<file path="src/rtl/traffic_light_controller.sv">
// rtl/traffic_light_controller.sv - red/green/yellow sequencer for a bi-colour signal head
//
// Automatic RED -> GREEN -> YELLOW -> RED cycling with parameterised dwell
// times, plus a manual override that forces a colour on the next edge.
// Yellow is shown by lighting both lamps.
//
// Ports:
//   clk              system clock, all state changes on the rising edge
//   reset            synchronous, active-high; forces RED with a full red dwell
//   manual_override  1 = lamps follow manual_state, 0 = automatic sequencing
//   manual_state     forced colour: 00 red, 01 yellow, 10 green, 11 red
//   R                red lamp (registered decode of state)
//   G                green lamp (registered decode of state)

module traffic_light_controller #(
  parameter int RED_CYCLES    = 10,
  parameter int GREEN_CYCLES  = 8,
  parameter int YELLOW_CYCLES = 3
) (
  input  logic       clk,
  input  logic       reset,
  input  logic       manual_override,
  input  logic [1:0] manual_state,
  output logic       R,
  output logic       G
);

  // A dwell of 0 is treated as 1 so every phase is visible for at least one cycle.
  localparam int RED_EFF    = (RED_CYCLES    < 1) ? 1 : RED_CYCLES;
  localparam int GREEN_EFF  = (GREEN_CYCLES  < 1) ? 1 : GREEN_CYCLES;
  localparam int YELLOW_EFF = (YELLOW_CYCLES < 1) ? 1 : YELLOW_CYCLES;

  localparam int MAX_RG   = (RED_EFF > GREEN_EFF) ? RED_EFF : GREEN_EFF;
  localparam int MAX_DW   = (MAX_RG > YELLOW_EFF) ? MAX_RG : YELLOW_EFF;
  localparam int CW       = (MAX_DW > 1) ? $clog2(MAX_DW) : 1;

  localparam logic [CW-1:0] RED_LOAD    = CW'(RED_EFF - 1);
  localparam logic [CW-1:0] GREEN_LOAD  = CW'(GREEN_EFF - 1);
  localparam logic [CW-1:0] YELLOW_LOAD = CW'(YELLOW_EFF - 1);

  typedef enum logic [1:0] {
    S_RED    = 2'b00,
    S_GREEN  = 2'b01,
    S_YELLOW = 2'b10
  } state_t;

  state_t        state;
  state_t        state_next;
  logic [CW-1:0] count;
  logic [CW-1:0] count_next;
  // Remembers that the previous edge was under override, so the first
  // automatic edge afterwards can restart the sequence with a full red phase.
  logic          manual_q;
  logic          manual_q_next;

  always_ff @(posedge clk) begin
    if (reset) begin
      state    <= S_RED;
      count    <= RED_LOAD;
      manual_q <= 1'b0;
    end else begin
      state    <= state_next;
      count    <= count_next;
      manual_q <= manual_q_next;
    end
  end

  always_comb begin
    state_next    = state;
    count_next    = count;
    manual_q_next = manual_override;

    if (manual_override) begin
      // Override wins over any automatic expiry on the same edge.
      case (manual_state)
        2'b01:   state_next = S_YELLOW;
        2'b10:   state_next = S_GREEN;
        default: state_next = S_RED;
      endcase
      count_next = RED_LOAD;
    end else if (manual_q) begin
      // Release edge loads the red dwell, so it counts as the first red cycle.
      state_next = S_RED;
      count_next = RED_LOAD;
    end else if (count != '0) begin
      count_next = count - CW'(1);
    end else begin
      case (state)
        S_RED: begin
          state_next = S_GREEN;
          count_next = GREEN_LOAD;
        end
        S_GREEN: begin
          state_next = S_YELLOW;
          count_next = YELLOW_LOAD;
        end
        default: begin
          state_next = S_RED;
          count_next = RED_LOAD;
        end
      endcase
    end
  end

  // Lamps are a pure decode of the state register: no path from the inputs.
  assign R = (state != S_GREEN);
  assign G = (state != S_RED);

endmodule

</file>
<file path="config.mk">
export PLATFORM = sky130hd
export DESIGN_NAME = traffic_light_controller
export DESIGN_NICKNAME = d
export VERILOG_FILES = /design/src/rtl/traffic_light_controller.sv
export SDC_FILE = /design/constraint.sdc
export NUM_CORES = 1
export LEC_CHECK = 0
export ABC_AREA = 0
export CAP_MARGIN = 0
export CORE_AREA = 2 2 39 41
export CTS_BUF_LIST = sky130_fd_sc_hd__clkbuf_4
export CTS_CLUSTER_DIAMETER = 40
export DETAILED_ROUTE_END_ITERATION = 8
export DIE_AREA = 0 0 41 43
export GPL_TIMING_DRIVEN = 0
export MAX_ROUTING_LAYER = met4
export REMOVE_ABC_BUFFERS = 1
export SLEW_MARGIN = 20
export SYNTH_ARGS = -nofsm -noshare
export SYNTH_HDL_FRONTEND = slang
export SYNTH_SLANG_ARGS = --single-unit
</file>
<file path="constraint.sdc">
create_clock -name clk -period 1.5 [get_ports clk]
set_input_delay 0.225 -clock clk [delete_from_list [all_inputs] [get_ports clk]]
set_output_delay 0.225 -clock clk [all_outputs]
set_load 0.005 [all_outputs]
</file>
-- After elaboration in Yosys (flattened, before gate mapping)
Index checks and enable logic that the tools add are counted.
- add/subtract/negate cells: 1
- equal/unequal tests: 5
- reduce and logical (&&, ||, !) cells: 4
- muxes and demuxes: 7
- operators with widths (kind ; count):
    case mux 2 bit (2 select lines) ; 2
    case mux 4 bit (2 select lines) ; 1
    two-way mux 2 bit ; 3
    equality test 2 x 1 -> 1 bit (second input constant) ; 2
    two-way mux 4 bit ; 1
    nonzero test 4 bit ; 1
    subtractor 4 x 1 -> 4 bit (second input constant) ; 1
    != test 3 bit (second input constant) ; 1
    OR reduction 3 bit ; 1
    equality test 2 bit (second input constant) ; 1
    logical NOT 2 bit ; 1
    != test 2 x 1 -> 1 bit (second input constant) ; 1
    nonzero test 2 bit ; 1
- logic and storage cells: 20
- bits in registers: 7
- output and inout port bits: 2
- input port bits: 5

-- Longest topological paths before layout
Gate-level depths: netlist of the first run.
- depth after elaboration: 5
- gate-level depth with buffers: 5
- mapped depth without buffers: 5

-- Least setup slack after synthesis of the first run
OpenSTA, ideal clock, no wires.
- kind: flip-flop to flip-flop
- start point: reg count[0]
- end point: reg state[0]
- arrival time: 1366 ps
- period minus slack after synthesis: 1484 ps
- data required time: 1383 ps
- cell stages (with the launch flop): 6
- library setup time: 117 ps
- setup slack: 16 ps
- buffers on the path: 0
- cell sequence: dfxtp_1 inv_1 ha_1 nor3b_4 mux2_1 a32o_1
- longest elaborated chain between the ends: 2
- RTL lines (what ; RTL line ; text):
    start, declared ; 49 ; logic [CW-1:0] count;
    start signal, assigned ; 63 ; count <= count_next;
    nonzero test 4 bit ; 85 ; end else if (count != '0) begin
    != test 3 bit (no source line) ; - ;
    end signal, assigned ; 62 ; state <= state_next;
    end, declared ; 47 ; state_t state;
No other way between the ends.
A chain may end at the register's enable or synchronous reset.

-- Worst setup path in the final report of the first run
- start point: reg count[1]
- end point: reg state[0]
Same word-level chain as after synthesis.

==> metrics.md, run 1 <==
| Metric | Value |
|---|---|
| Max-cap violations | 0 |
| Mean Syn Cell Area | roughly 9.5 um^2 |
| RSZ-0062 raised after global routing | no |
| Routability congestion estimate | 0.5964 |
| Fin util | 36.62% |
| PD cells | 855.4 mW/mm^2 |
| Clock Path Buffers | 2 |
| Initial Util | 25.32% |
| Layout cells sized above 1 | slightly below 30% |
| M2 GR Usage | roughly 16% |
| Layout area overhead | 44.64% |
| N_diodes | 0 |
| Post-DR wirelength/cell | ~12 um |
| # rows | 14 |
| Die Ht | around 43 um |
| M1 GR Usage | 11.29% |
| Hold Path Class | register to register |
| Syn Inst Count | 37 |
| Non-Filler Instances | 64 |
| Area of the die | between 0.0015 and 0.002 mm^2 |
| Total CTS buffers | 3 |
| Most frequent cells in the layout | dfxtp_1 (5), inv_1 (4), nor2b_1 (4), clkdlybuf4s50_1 (4), clkbuf_4 (3) |
| 1st-iter DRT viols | 5 |
| Warnings, synthesis | 0 |
| Worst-margin pin slew | 0.5550 ns |
| Skew-Pair Late Insertion Delay | 0.26 ns |
| CP Max Fanout | 5 |
| Crit path arrival time | 1.56 ns |
| Setup_tns | 0 ns |
| Slew headroom | between 60% and 70% |
| Final Cycle Share | 94.12% |
| # H-tree levels | 1 |
| Post-route minimum period | 1.412 ns |
| Hold-fix buffer count after cts | 0 |
| Worst VDD drop | between 400 and 500 uV |
| Final ANT Viol Nets | 0 |
| # setup viols final | 0 |
| Clock sinks | 7 |
| Sequential element share of the synthesized area | about two fifths |
| Vias in the first global route | 303 |
| Outcome | finished clean |
| Reg clk slew, reported paths | 0.06 ns |
| Clk root buf | clkbuf_4 |
| Critical Path RT | 1.65 ns |
| First-pass GRT wire length | ~1.2 mm |
| Worst setup EP type | register |
| Leakage | 0.0002076 uW |
| Residual DRC | 0 |
| Post-DR vias/cell | about 4.7 |
| Chip width | 41 um |
| CTS tree | yes |
| Global Route Usage Sum | roughly 11% |
| Final worst clock skew | approximately 0.0055 ns |
| Layout net count | 55 |
| Vias | ~300 |
| CORE AREA | 0.001384 mm^2 |
| Number of instances in the placed design | between 50 and 60 |
| Flip-flop and latch count after synthesis | 7 |
| Post-Route WL | approximately 760 um |
| Post-synth EDFFs | 0 |
| Worst setup SP type | register |
| Hold_ws | 0.4895 ns |
| Setup Crit Path Kind | register to register |
| Post-synth ARST share | 0% |
| Gr ovfl total | 0 |
| Total power | roughly 430 uW |
| Pre-antenna DRT Iters | 4 |
| Fmax | around 700 MHz |
| Pins Over Slew Limit | 0 |
| Primary FF master, synth | dfxtp_1 |
| Final Hold Viols | 0 |
| Antenna violations before repair | 0 |
| Leading cell type in the layout, fill and taps excluded | dfxtp_1 |
| Busiest metal layer after global routing | met2 |
| Netlist cell types | 21 |
| Pin count of the biggest net entering global routing | 6 |
| # port buffers | 6 |
| Top Ports | 7 |
| Met3 Use GR | 6.283% |
| Synthesized area | 350.3 um^2 |
[worst max-delay path: stages, from the launching register on]
cell and delay [ns]:
dfxtp_1 0.33, inv_2 0.07, ha_4 0.14, nor3b_4 0.22, mux2_4 0.32, a32o_1 0.21
[state kept, by name, summed over array words and instances (netlist names)]
signal	flops
count	4
manual_q	1
state	2
[synth_stat cells (all sizes together) (2+ instances only)]
cell | n | share of area, %
mux2i | 2 | 5.7
nor2b | 4 | 7.1
inv | 6 | 6.4
dfxtp | 7 | 40
a32o | 2 | 5.7
[where the power goes]
group	switching [uW]	internal [uW]	leakage, uW	total, uW
Combinational	21.3	34.0	0.000131	55.4
Clock	79.8	98.0	0.0000177	178
Sequential	8.25	192	0.0000584	200
[through the flow]
| stage | setup slack (ns) | instance area (um^2) |
|---|---|---|
| floorplan | 0.01621 | 350.3 |
| global placement | -0.1178 | 430.4 |
| detailed placement | -0.1352 | 430.4 |
| CTS | 0.001304 | 479.2 |
| global route | 0.01586 | 506.7 |
| finish | 0.08814 | 506.7 |
[routing by layer]
metal  up-vias  routed length, um
met3         2                 54
met1       135                309
li1        153                  -
met5         -                  0
met2         9                388
met4         0                 10
[cell type report]
class	count	area, um^2
flip-flops and latches	7	145.1
clock buffers	3	22.52
inverters	6	22.52
multi-input cells	24	219.0
repair buffers	7	72.57
clock inverters	1	5.005
fillers	151	877.1
well taps	16	20.02
[cell families (layout without fill, tap and decap cells)]
logic type | count (synthesis) | in the layout | share of synthesized area (%)
flip-flops | 7 | 7 | 40.00
AND/OR/NAND/NOR | 13 | 13 | 25.36
buffers and inverters | 6 | 17 | 6.428
multiplexers | 3 | 3 | 8.929
AO/OA/AOI/OAI | 7 | 7 | 15.71
adder cells (fa/ha/maj) | 1 | 1 | 3.571
[timing repair]
item	CTS	global route
endpoints found under the setup margin	3	3
gates resized for setup	4	9
pin swaps	0	1
setup buffers	1	0
endpoints found under the hold margin	0	0
[path summary, 6_finish.rpt]
| path | start | end | slack [ns] | depth (start not counted) |
|---|---|---|---|---|
| max | count[1] | state[0] | 0.09 | 5 |
| min | state[1] | count[1] | 0.49 | 1 |
| max reg2reg | count[1] | state[0] | 0.09 | 5 |
| min reg2reg | state[1] | count[1] | 0.49 | 1 |
Power figures use the tool's default switching activity.
==> run 2, diff against run 1 <==
--- a/config.mk
+++ b/config.mk
@@ -9,7 +9,7 @@
 export CAP_MARGIN = 0
 export CORE_AREA = 2 2 39 41
 export CTS_BUF_LIST = sky130_fd_sc_hd__clkbuf_4
-export CTS_CLUSTER_DIAMETER = 40
+export CTS_CLUSTER_SIZE = 14
 export DETAILED_ROUTE_END_ITERATION = 8
 export DIE_AREA = 0 0 41 43
 export GPL_TIMING_DRIVEN = 0
==> results of run 2 <==
No change in the layout: final DEF, timing and power equal those of run 1.
